===== src/rtl/ssd_pkg.sv =====
// Shared types and constants for the seven-segment scan controller.
package ssd_pkg;

  localparam int unsigned NUM_DIGITS = 4;
  localparam int unsigned DIGIT_W    = $clog2(NUM_DIGITS);
  localparam int unsigned BYTE_W     = 8;
  localparam int unsigned WORD_W     = BYTE_W * NUM_DIGITS;
  localparam int unsigned DP_BIT     = 7;
  localparam int unsigned SEG_MSB    = 6;

  localparam logic [BYTE_W-1:0] SEG_BLANK = 8'hFF;

  typedef enum logic [1:0] {
    IDLE,
    BLANK,
    DRIVE
  } state_e;

  typedef struct packed {
    logic       dp;
    logic [6:0] seg;
  } seg_byte_t;

  // Extract the active-low {dp,seg} pattern of one digit from the packed word.
  function automatic seg_byte_t digit_byte(input logic [WORD_W-1:0] word,
                                           input logic [DIGIT_W-1:0] idx);
    logic [BYTE_W-1:0] raw;
    seg_byte_t         b;
    raw   = word[{idx, 3'b000} +: BYTE_W];
    b.dp  = raw[DP_BIT];
    b.seg = raw[SEG_MSB:0];
    return b;
  endfunction

endpackage


===== src/rtl/ssd_slot_timer.sv =====
// Slot and digit counters for the display scan; strobes are combinational.
module ssd_slot_timer
  import ssd_pkg::*;
#(
  parameter int unsigned SLOT_CYCLES = 100000,
  parameter int unsigned DEAD_CYCLES = 8
) (
  input  logic               clk,
  input  logic               rst,
  input  logic               clear_i,
  input  logic               run_i,
  output logic [DIGIT_W-1:0] digit_o,
  output logic               dead_end_c_o,
  output logic               slot_end_c_o,
  output logic               frame_end_c_o
);

  localparam int unsigned CNT_W = $clog2(SLOT_CYCLES);

  logic [CNT_W-1:0]   slot_cnt_q, slot_cnt_d;
  logic [DIGIT_W-1:0] digit_q, digit_d;

  assign dead_end_c_o  = (slot_cnt_q == CNT_W'(DEAD_CYCLES - 1));
  assign slot_end_c_o  = (slot_cnt_q == CNT_W'(SLOT_CYCLES - 1));
  assign frame_end_c_o = slot_end_c_o && (digit_q == DIGIT_W'(NUM_DIGITS - 1));
  assign digit_o       = digit_q;

  // Counters hold while the scanner is idle so a restart begins at slot 0.
  always_comb begin
    slot_cnt_d = slot_cnt_q;
    digit_d    = digit_q;
    if (clear_i) begin
      slot_cnt_d = '0;
      digit_d    = '0;
    end else if (run_i) begin
      if (slot_end_c_o) begin
        slot_cnt_d = '0;
        digit_d    = digit_q + DIGIT_W'(1);
      end else begin
        slot_cnt_d = slot_cnt_q + CNT_W'(1);
      end
    end
  end

  always_ff @(posedge clk) begin
    if (rst) begin
      slot_cnt_q <= '0;
      digit_q    <= '0;
    end else begin
      slot_cnt_q <= slot_cnt_d;
      digit_q    <= digit_d;
    end
  end

endmodule


===== src/rtl/ssd_scan_controller.sv =====
// Tear-free, dead-time-blanked scan driver for a 4-digit common-anode display.
// Optional macro SSD_DIM_EN adds a 3-bit PWM brightness input.
module ssd_scan_controller
  import ssd_pkg::*;
#(
  parameter int unsigned SLOT_CYCLES = 100000,
  parameter int unsigned DEAD_CYCLES = 8
) (
  input  logic                  clk,
  input  logic                  rst,
  input  logic [WORD_W-1:0]     char_seq,
  input  logic                  load,
  input  logic                  enable,
`ifdef SSD_DIM_EN
  input  logic [2:0]            brightness,
`endif
  output logic [NUM_DIGITS-1:0] an,
  output logic [SEG_MSB:0]      seg,
  output logic                  dp,
  output logic                  frame_done
);

  state_e                state_q, state_d;
  logic [WORD_W-1:0]     active_q, active_d;
  logic [WORD_W-1:0]     shadow_q, shadow_d;
  logic                  pending_q, pending_d;
  logic [NUM_DIGITS-1:0] an_q, an_d;
  logic [SEG_MSB:0]      seg_q, seg_d;
  logic                  dp_q, dp_d;
  logic                  frame_done_q, frame_done_d;

  logic [DIGIT_W-1:0]    digit;
  logic                  dead_end_c, slot_end_c, frame_end_c;
  logic                  swap_c;
  logic                  anode_on_c;
  seg_byte_t             cur_c;

`ifdef SSD_DIM_EN
  logic [2:0] pwm_cnt_q;

  always_ff @(posedge clk) begin
    if (rst) pwm_cnt_q <= '0;
    else     pwm_cnt_q <= pwm_cnt_q + 3'(1);
  end

  assign anode_on_c = (pwm_cnt_q <= brightness);
`else
  assign anode_on_c = 1'b1;
`endif

  ssd_slot_timer #(
    .SLOT_CYCLES(SLOT_CYCLES),
    .DEAD_CYCLES(DEAD_CYCLES)
  ) u_slot_timer (
    .clk          (clk),
    .rst          (rst),
    .clear_i      (~enable),
    .run_i        (state_q != IDLE),
    .digit_o      (digit),
    .dead_end_c_o (dead_end_c),
    .slot_end_c_o (slot_end_c),
    .frame_end_c_o(frame_end_c)
  );

  assign cur_c = digit_byte(active_q, digit);

  // Next state, buffer swap at frame boundaries, and next output values.
  always_comb begin
    state_d      = state_q;
    active_d     = active_q;
    shadow_d     = shadow_q;
    pending_d    = pending_q;
    an_d         = '1;
    seg_d        = SEG_BLANK[SEG_MSB:0];
    dp_d         = SEG_BLANK[DP_BIT];
    frame_done_d = 1'b0;
    swap_c       = 1'b0;

    case (state_q)
      IDLE: begin
        state_d = BLANK;
        swap_c  = 1'b1;
      end
      BLANK: begin
        if (dead_end_c) state_d = DRIVE;
      end
      DRIVE: begin
        if (anode_on_c) an_d = ~(NUM_DIGITS'(1) << digit);
        seg_d = cur_c.seg;
        dp_d  = cur_c.dp;
        if (slot_end_c) state_d = BLANK;
        if (frame_end_c) begin
          swap_c       = 1'b1;
          frame_done_d = 1'b1;
        end
      end
      default: state_d = IDLE;
    endcase

    // Disabling overrides the scan: go idle, blank now, no boundary event.
    if (!enable) begin
      state_d      = IDLE;
      swap_c       = 1'b0;
      frame_done_d = 1'b0;
      an_d         = '1;
      seg_d        = SEG_BLANK[SEG_MSB:0];
      dp_d         = SEG_BLANK[DP_BIT];
    end

    if (load) begin
      shadow_d  = char_seq;
      pending_d = 1'b1;
    end

    // A load landing on the boundary itself bypasses the shadow buffer.
    if (swap_c) begin
      if (load) begin
        active_d  = char_seq;
        pending_d = 1'b0;
      end else if (pending_q) begin
        active_d  = shadow_q;
        pending_d = 1'b0;
      end
    end
  end

  always_ff @(posedge clk) begin
    if (rst) begin
      state_q      <= IDLE;
      active_q     <= {NUM_DIGITS{SEG_BLANK}};
      shadow_q     <= {NUM_DIGITS{SEG_BLANK}};
      pending_q    <= 1'b0;
      an_q         <= '1;
      seg_q        <= SEG_BLANK[SEG_MSB:0];
      dp_q         <= SEG_BLANK[DP_BIT];
      frame_done_q <= 1'b0;
    end else begin
      state_q      <= state_d;
      active_q     <= active_d;
      shadow_q     <= shadow_d;
      pending_q    <= pending_d;
      an_q         <= an_d;
      seg_q        <= seg_d;
      dp_q         <= dp_d;
      frame_done_q <= frame_done_d;
    end
  end

  assign an         = an_q;
  assign seg        = seg_q;
  assign dp         = dp_q;
  assign frame_done = frame_done_q;

endmodule

===== config.mk =====
export PLATFORM = sky130hd
export DESIGN_NAME = ssd_scan_controller
export DESIGN_NICKNAME = d
export VERILOG_FILES = /design/src/rtl/ssd_pkg.sv /design/src/rtl/ssd_slot_timer.sv /design/src/rtl/ssd_scan_controller.sv
export SDC_FILE = /design/constraint.sdc
export NUM_CORES = 1
export LEC_CHECK = 0
export CAP_MARGIN = 20
export CORE_MARGIN = 2
export CORE_UTILIZATION = 33
export CTS_CLUSTER_SIZE = 28
export DETAILED_ROUTE_END_ITERATION = 10
export GPL_TIMING_DRIVEN = 0
export PLACE_DENSITY = 0.59
export SYNTH_ARGS = -nofsm -noshare
export SYNTH_HDL_FRONTEND = slang
export SYNTH_SLANG_ARGS = --single-unit

===== constraint.sdc =====
create_clock -name clk -period 1.9 [get_ports clk]
set_clock_uncertainty 0.2 [all_clocks]
set_input_delay 0.38 -clock clk [delete_from_list [all_inputs] [get_ports clk]]
set_output_delay 0.38 -clock clk [all_outputs]
set_load 0.01 [all_outputs]

After elaboration in Yosys (flattened, before gate mapping)
Index checks and enable logic that the tools add are counted.
{ "totals": {"reg_bits": 99, "inputBits": 36} }
{ "classes": {"n_addsub": 2, "eq_ne": 7, "n_shift": 2, "mux": 13, "n_bitwise": 3, "n_reduce_logical": 9} }
{ "ops": {"columns": ["cell", "n"], "rows": [
  ["two-way mux 32 bit", 2],
  ["variable part select 32 x 6 -> 8 bit", 1],
  ["adder 17 x 1 -> 17 bit, second input constant", 1],
  ["== test 17 bit, second input constant", 1],
  ["== test 17 x 3 -> 1 bit, second input constant", 1],
  ["two-way mux 17 bit", 1],
  ["two-way mux 1 bit", 6],
  ["case mux 2 bit (3 select lines)", 1],
  ["AND reduction 2 bit", 3],
  ["== test 2 bit, second input constant", 2],
  ["two-way mux 2 bit", 2],
  ["NOT 4 bit", 1],
  ["nonzero test 2 bit", 2],
  ["left shift 1 x 2 -> 4 bit, first input constant", 1],
  ["OR reduction 3 bit", 1],
  ["adder 2 x 1 -> 2 bit, second input constant", 1],
  ["== test 2 x 1 -> 1 bit, second input constant", 1],
  ["logical NOT 2 bit", 1],
  ["!= test 2 x 1 -> 1 bit, second input constant", 1],
  ["!= test 2 bit, second input constant", 1],
  ["NOT 1 bit", 2],
  ["case mux 1 bit (2 select lines)", 1],
  ["OR reduction 2 bit", 1],
  ["logical AND 1 bit", 1]
]} }

Depth between registers and ports, before layout
Gate-level depths: netlist of run 1.
{ "depth": {"word_depth": 6, "ltp_mapped": 7, "ltp_nobuf": 5} }

Hierarchy
From an unflattened synthesis of run 1, not the netlist that was laid out.
{ "unflattened": {"cells_unflattened": 390, "area_unflattened_um2": 4098.9} }
{ "by_module_without_submodules": {"columns": ["module", "instances", "cells_per_inst", "area_each_um2", "seq_area_each_um2"], "rows": [
  ["ssd_scan_controller", 1, 274, 3109.2, 1601.5],
  ["ssd_slot_timer", 1, 116, 989.7, 380.4]
]} }

Worst setup path after synthesis of run 1
Ideal clock, no wire load.
{ "synth_path": {"path_kind": "register -> register", "startpoint": "reg u_slot_timer.slot_cnt_q[0]", "endpoint": "reg u_slot_timer.slot_cnt_q[10]", "setup_time_ns": 0.115, "arrival_time_ns": 1.607, "slack_ns": -0.021, "stages_incl_launch_ff": 8, "cell_sequence": "dfxtp_1 > ha_1 > nand4_1 > or3_1 > clkbuf_1 > o21bai_4 > buf_4 > nor2_1"} }
{ "synth_via": {"elab_chain_cells": 2} }
{ "synth_rtl": {"columns": ["element", "line", "text"], "rows": [
  ["from (decl)", "ssd_slot_timer.sv:20", "logic [CNT_W-1:0] slot_cnt_q, slot_cnt_d;"],
  ["from (signal assigned)", "ssd_slot_timer.sv:50", "slot_cnt_q <= slot_cnt_d;"],
  ["adder 17 x 1 -> 17 bit or == test 17 bit (tied branches)", "ssd_slot_timer.sv:40, ssd_slot_timer.sv:24", null],
  ["two-way mux 17 bit *", "ssd_slot_timer.sv:36", "if (slot_end_c_o) begin"]
]} }
Every way passes the cells marked *; elsewhere a longest branch is shown, timed or not.
A chain may end at the register's enable or synchronous reset.

Worst setup path in the final report of run 1
{ "layout_path": {"startpoint": "reg state_q[0]", "endpoint": "reg active_q[13]"} }
{ "layout_via": {"elab_chain_cells": 4} }
{ "layout_rtl": {"columns": ["element", "line", "text"], "rows": [
  ["from (decl)", "ssd_scan_controller.sv:23", "state_e state_q, state_d;"],
  ["from (signal assigned)", "ssd_scan_controller.sv:138", "state_q <= state_d;"],
  ["== test 2 bit or logical NOT 2 bit (tied branches)", "ssd_scan_controller.sv:79", "case (state_q)"],
  ["case mux 1 bit (2 select lines) *", "ssd_scan_controller.sv:79", null],
  ["two-way mux 1 bit *", "ssd_scan_controller.sv:101", "if (!enable) begin"],
  ["AND reduction 2 bit (no line) *", null, null],
  ["to (signal assigned)", "ssd_scan_controller.sv:130", "active_q <= {NUM_DIGITS{SEG_BLANK}};"],
  ["to (signal assigned)", "ssd_scan_controller.sv:139", "active_q <= active_d;"],
  ["to (decl)", "ssd_scan_controller.sv:24", "logic [WORD_W-1:0] active_q, active_d;"]
]} }
Marks and branches as above.

==> results of run 1 <==
## power by group through the flow
stage	combinational (uW)	sequential, uW	clock (uW)
4_1_cts	440	2190	1960
3_3_place_gp	343	2250	0
2_1_floorplan	216	2230	0
3_5_place_dp	352	2250	0
6_report	455	2190	1940
5_1_grt	491	2200	2060
## area by class of cell
cell class	count	area, um2	area share
Multi-Input combinational cell	248	2208	0.3957
Sequential cell	99	2019	0.3618
Timing Repair Buffer	67	651.9	0.1168
Clock buffer	10	239.0	0.04282
Tap cell	147	183.9	0.03295
Buffer	22	172.7	0.03093
Clock inverter	6	80.08	0.01435
Inverter	7	26.28	0.004707
## worst max path at each step
| stage | startpoint | endpoint | slack (ps) | depth (start not counted) |
|---|---|---|---|---|
| after detailed placement | load | active_q[30] | -1040 | 6 |
| after global placement | load | active_q[5] | -1020 | 6 |
| after CTS | u_slot_timer.slot_cnt_q[1] | active_q[8] | -60 | 6 |
| final | state_q[0] | active_q[13] | -30 | 7 |
| after global routing | state_q[0] | active_q[25] | -70 | 7 |
| after floorplan | u_slot_timer.slot_cnt_q[0] | active_q[10] | 0.4 | 6 |
## through the flow
step,cells,utilization
after floorplan,377,-
after global placement,572,0.3947
after detailed placement,572,0.3947
after CTS,600,0.4543
after global routing,606,0.4647
final,606,0.4647
## worst max-delay path, cell delays in order, from the launching register on
cell and delay [ps]:
dfxtp_4 380, or2_1 220, buf_6 150, nor3b_4 230
a31oi_4 60, buf_12 160, buf_6 140, mux2_4 290
## cell usage after synthesis (all sizes together)
| library cell | instances | area (um2) |
|---|---|---|
| nor4bb | 1 | 10.01 |
| nor2 | 14 | 52.55 |
| nand2 | 8 | 30.03 |
| a311oi | 1 | 8.760 |
| buf | 7 | 35.04 |
| a31oi | 1 | 12.51 |
| nor3b | 2 | 15.01 |
| xor2 | 3 | 26.28 |
| and2 | 1 | 6.260 |
| nor2b | 32 | 200.2 |
| or3 | 7 | 43.79 |
| or4 | 2 | 22.52 |
| nand4 | 8 | 65.06 |
| or2 | 34 | 212.7 |
| xnor2 | 8 | 70.07 |
| inv | 7 | 26.28 |
| mux4 | 8 | 180.2 |
| mux2i | 1 | 10.01 |
| nand3 | 6 | 42.54 |
| a211o | 32 | 280.3 |
| o211ai | 2 | 15.01 |
| dfxtp | 99 | 1982 |
| nor4 | 3 | 25.02 |
| clkbuf | 16 | 60.06 |
| nor4b | 1 | 8.760 |
| o21ai | 9 | 45.04 |
| a21oi | 9 | 45.04 |
| o21bai | 2 | 26.28 |
| nor3 | 7 | 40.04 |
| nand2b | 9 | 56.30 |
| mux2 | 32 | 360.4 |
| ha | 5 | 62.56 |
## state kept, by name, summed over array words and instances (netlist names), 2 cells and up
name,cells
seg,7
shadow_q,32
state_q,2
an,4
u_slot_timer.digit_o,2
u_slot_timer.slot_cnt_q,17
active_q,32
## layer usage
metal  vias to the layer above  global-route usage  share of wire
met5                         -                   0              0
met4                         0             0.06827          0.019
met3                        12             0.02372          0.053
met2                        92              0.2361           0.44
met1                      1442              0.2216           0.49
li1                       1485                   -              -
## repair_timing
action / in CTS / in global routing
setup endpoints to repair: 93 / 50
buffers inserted: 10 / 6
endpoints found under the hold margin: 0 / 0
resized for setup: 101 / 22
pin swaps: 10 / 13
gates cloned: 3 / 0
## cells by family after synthesis
| logic type | synth area share |
|---|---|
| simple gates | 0.2038 |
| flops | 0.4862 |
| compound gates | 0.1062 |
| mux | 0.1351 |
| buf+inv | 0.02978 |
| xor+xnor | 0.02364 |
| fa+ha+maj | 0.01535 |
==> flow_summary_export.csv, run 1 <==
group,metric,value,unit
status,status,"complete, but fails checks",
status,violations,"negative setup slack",
worst_setup_path,r2r-end,"active_q[13]",
synth,yosysSeqAreaShare,0.4862,
clock_network,cts_hold_buf,0,
sta,timing.fmax,518.7,MHz
clock_network,cts.sink_count,99,
route,num_vias,3031,
worst_setup_path,reg2reg_depth,7,
final_layout,area_delta_synth_final,36.92,%
floorplan,initial_core_util,0.3394,
final_layout,fin_area,5582,um2
synth,netlist_area,4076,um2
route,totalWireLength,9731,um
worst_setup_path,r2r_slack,-30,ps
worst_setup_path,setup.worst_path.end_class,"register",
sta,final_hold_viol_count,0,
sta,setup_tns,-613.9,ps
route,drt-vias-per-instance,5.002,
sta,fin_crit_sh,1.015,
pwr,power.switching,1071,uW
final_layout,fill_cells,1124,
placement,placed_area,4741,um2
worst_setup_path,worst-setup-path-type,"reg2reg",
min_path,holdPathStages,2,
clock_network,cts_buffers,9,
final_layout,nets,495,
final_layout,diodes,0,
sta,whs,334.0,ps
min_path,hp-start,"enable",
floorplan,core,12010,um2
clock_network,clk_pin_slew,70,ps
min_path,hp-class,"in2reg",
sta,rsz0062_at_grt,"true",
final_layout,final_common_cell,"dfxtp_1",
synth,post_synth.cell_area_avg,10.81,um2
floorplan,placementRows,40,
floorplan,pin_count,49,
run,cap_viol_max_count,0,
route,postRouteAntennaNets,0,
placement,io_buffers,48,
clock_network,cts_max_path_buffers,2,
pwr,clockPowerShare,0.423,
pwr,sw_frac_of_total,0.2336,
worst_setup_path,crit_path_start_kind,"register",
route,drc,0,
sta,worst_slack,-27.71,ps
final_layout,drive_gt1_frac,0.3529,
pwr,p_per_area,821.7,nW/um2
final_layout,final_cell_mix,"dfxtp_1 (87), clkdlybuf4s50_1 (46), or2_2 (33)",
pwr,power.total,4587,uW
placement,pre_cts_ws,-1036,ps
floorplan,die-area,13260,um2
floorplan,die_y,115.1,um
synth,synth_fp_nets,418,
grt,grt_antenna_before_repair,0,
min_path,min_to,"pending_q",
sta,period_needed,1928,ps
placement,place.gp.congestion,0.8299,
grt,grt-ovfl-total,0,
pwr,seqPwrFrac,0.478,
sta,final_max_slew_viol_count,0,
route,wl_per_cell,16.06,um
sta,tightestPinTransition,469.5,ps
route,drt_first_iter_violations,168,
floorplan,die_w,115.1,um
pwr,pwr-share-comb,0.099,
pwr,p_leak,0.002115,uW
worst_setup_path,r2r-start,"state_q[0]",
grt,grt_pass1_vias,2962,
pwr,intPower,3515,uW
clock_network,clock_latency,340,ps
synth,ys_seq_elements,99,
worst_setup_path,cp_max_fo,8,
grt,grt_start_max_net_pins,19,
sta,maxSlewHeadroom,0.6870,
clock_network,clockRootBuffer,"clkbuf_16",
worst_setup_path,arrival,1960,ps
synth,syn_inst,377,
route,drt-pass1-iter-count,6,
grt,grt_pass1_wl,15720,um
pwr,irDropWorstVdd,0.4898,mV
clock_network,cts_tree,"yes",
clock_network,h-tree-depth,3,
grt,grt_usage,0.1562,
sta,setup_viol,30,
placement,dp_hpwl,6452,um
synth,yosysWarnings,0,
worst_setup_path,worst_ep_required_time,1940,ps
synth,ys_types,41,
Power figures use the tool's default switching activity.
==> run 2, diff against run 1 <==
CORE_MARGIN = default   (was 2)
SLEW_MARGIN = 20   (was default)
==> run 2 against run 1 <==
  * The run still ends with negative setup slack left
  * Core utilization decreased by 0.73 points
  * Highest routed layer unchanged
  * Sequential share of layout area up 0.67 points
  * Register-to-register slack better by 20 ps
  * Worst hold slack worse by 7.8 ps
  * Power fell by 2.6%
  * Critical path type unchanged
  * Largest power group unchanged
  * Sequential cell count unchanged
  * Die area decreased by 3.4%
==> flow_summary_export.csv, run 2 (synthesized netlist as in run 1, its figures left out) <==
group,metric,value,unit
status,status,"complete, but fails checks",
status,violations,"negative setup slack",
min_path,min_to,"u_slot_timer.slot_cnt_q[16]",
final_layout,reg_top3,"active_q: 32 flops, shadow_q: 32 flops, u_slot_timer.slot_cnt_q: 17 flops",
floorplan,pin_count,49,
pwr,sw_frac_of_total,0.2229,
worst_setup_path,arrival,1950,ps
worst_setup_path,cp_slowest_stage_delay,370,ps
route,postRouteAntennaNets,0,
pwr,irDropWorstVdd,0.4196,mV
sta,tightestPinTransition,481.0,ps
sta,worst_slack,-12.71,ps
clock_network,cts_max_path_buffers,2,
worst_setup_path,worst-setup-path-type,"reg2reg",
sta,final_max_slew_viol_count,0,
placement,io_buffers,48,
clock_network,clock_latency,350,ps
pwr,seqPwrFrac,0.491,
final_layout,diodes,0,
worst_setup_path,cp_cell_sequence,"nor4_4 > and2_4 > a31oi_4 > buf_12 > clkbuf_16 > mux2_4",
sta,timing.fmax,522.8,MHz
final_layout,nets,493,
pwr,clockPowerShare,0.413,
worst_setup_path,worst_ep_required_time,1940,ps
final_layout,drive_gt1_frac,0.3289,
grt,grt_usage,0.1552,
clock_network,cts_hold_buf,0,
sta,fin_crit_sh,1.007,
clock_network,cts_tree,"yes",
pwr,p_leak,0.002018,uW
route,drt_first_iter_violations,109,
placement,place.gp.congestion,0.8248,
final_layout,final_common_cell,"dfxtp_1",
sta,setup_viol,5,
final_layout,fill_cells,1141,
pwr,p_per_area,812.7,nW/um2
pwr,power.total,4465,uW
route,drt-vias-per-instance,4.896,
worst_setup_path,r2r_slack,-10,ps
clock_network,cts.sink_count,99,
final_layout,final_cell_mix,"dfxtp_1 (85), clkdlybuf4s50_1 (46), or2_2 (33)",
route,num_vias,2952,
floorplan,core,12010,um2
final_layout,area_delta_synth_final,34.78,%
route,drc,0,
floorplan,initial_core_util,0.3394,
final_layout,multi_input_area,2160,um2
grt,grt_pass1_wl,15120,um
grt,grt_pass1_vias,2933,
sta,period_needed,1913,ps
floorplan,die-area,12800,um2
worst_setup_path,reg2reg_depth,6,
clock_network,h-tree-depth,3,
pwr,power.switching,995.1,uW
route,wl_per_cell,15.53,um
min_path,holdPathStages,2,
route,totalWireLength,9367,um
placement,pre_cts_ws,-1006,ps
sta,maxSlewHeadroom,0.6794,
route,drt-pass1-iter-count,4,
worst_setup_path,r2r-start,"u_slot_timer.slot_cnt_q[12]",
grt,grt-ovfl-total,0,
floorplan,die_w,113.1,um
min_path,hp-class,"reg2reg",
clock_network,cts_buffers,9,
min_path,hp-start,"u_slot_timer.slot_cnt_q[16]",
sta,final_hold_viol_count,0,
run,cap_viol_max_count,0,
worst_setup_path,cp_slowest_cell,"dfxtp_1",
worst_setup_path,setup.worst_path.end_class,"register",
floorplan,die_y,113.1,um
pwr,intPower,3470,uW
floorplan,placementRows,40,
placement,dp_hpwl,6463,um
worst_setup_path,cp_max_fo,7,
grt,grt_start_max_net_pins,17,
final_layout,regArea,2024,um2
worst_setup_path,r2r-end,"active_q[4]",
pwr,pwr-share-comb,0.096,
sta,rsz0062_at_grt,"true",
clock_network,clk_pin_slew,70,ps
worst_setup_path,crit_path_start_kind,"register",
grt,grt_antenna_before_repair,0,
sta,setup_tns,-50.81,ps
clock_network,clockRootBuffer,"clkbuf_16",
## run 2: cell types whose count changed in the layout (fill, tap and decap cells not counted), moves of 3 or more
cell	delta
mux2_4	-10
inv_8	-3
buf_6	-5
mux2_1	+10
## run 2: stage by stage
stage | instances | cell area, um2 | hold slack [ps] | util
after floorplan | 377 | 4076 | 271.5 | -
after global placement | 572 | 4741 | 291.3 | 0.3947
after detailed placement | 572 | 4741 | 308.0 | 0.3947
after CTS | 600 | 5331 | 283.8 | 0.4439
after global routing | 603 | 5494 | 339.8 | 0.4574
final | 603 | 5494 | 326.2 | 0.4574
## run 2: worst max-delay path, delay by kind of cell (launching register included)
kind,cells,cell delay (ps)
AO/OA/AOI/OAI,1,90
multiplexers,1,290
AND/OR/NAND/NOR,2,520
buffers and inverters,2,320
flip-flops,1,370
## run 2: layout make-up
| cell class | count | share of cell area |
|---|---|---|
| multi-input combinational | 248 | 0.3931 |
| sequential | 99 | 0.3685 |
| timing repair buffer | 66 | 0.1191 |
| clock buffer | 10 | 0.04350 |
| tap | 147 | 0.03348 |
| buffer | 21 | 0.02665 |
| clock inverter | 5 | 0.01093 |
| inverter | 7 | 0.004783 |
## run 2: worst max path at each step
| stage | endpoint | depth (start not counted) | from | slack [ps] |
|---|---|---|---|---|
| floorplan | active_q[10] | 6 | u_slot_timer.slot_cnt_q[0] | 0.4 |
| global placement | active_q[5] | 6 | load | -990 |
| detailed placement | active_q[5] | 6 | load | -1010 |
| CTS | active_q[11] | 6 | u_slot_timer.slot_cnt_q[1] | -30 |
| global route | active_q[10] | 7 | u_slot_timer.slot_cnt_q[1] | -80 |
| finish | active_q[4] | 6 | u_slot_timer.slot_cnt_q[12] | -10 |
## run 2: timing repair
item / in CTS / in global routing
resized for setup: 69 / 35
setup buffers: 16 / 2
pin swaps: 9 / 2
gates cloned: 2 / 1
setup endpoints to repair: 95 / 50
## run 2: power groups by stage
| stage | Combinational (uW) | Sequential [uW] | Clock [uW] |
|---|---|---|---|
| final | 430 | 2190 | 1840 |
| after global routing | 467 | 2200 | 1960 |
| after CTS | 390 | 2200 | 1890 |
| after detailed placement | 350 | 2250 | 0 |
| after global placement | 342 | 2250 | 0 |
| after floorplan | 216 | 2230 | 0 |
## run 2: layer usage
| layer | vias up | global-route usage | share of wire |
|---|---|---|---|
| li1 | 1473 | - | - |
| met3 | 13 | 0.03053 | 0.039 |
| met5 | - | 0 | 0 |
| met4 | 0 | 0.06930 | 0.018 |
| met1 | 1413 | 0.2095 | 0.49 |
| met2 | 53 | 0.2405 | 0.45 |
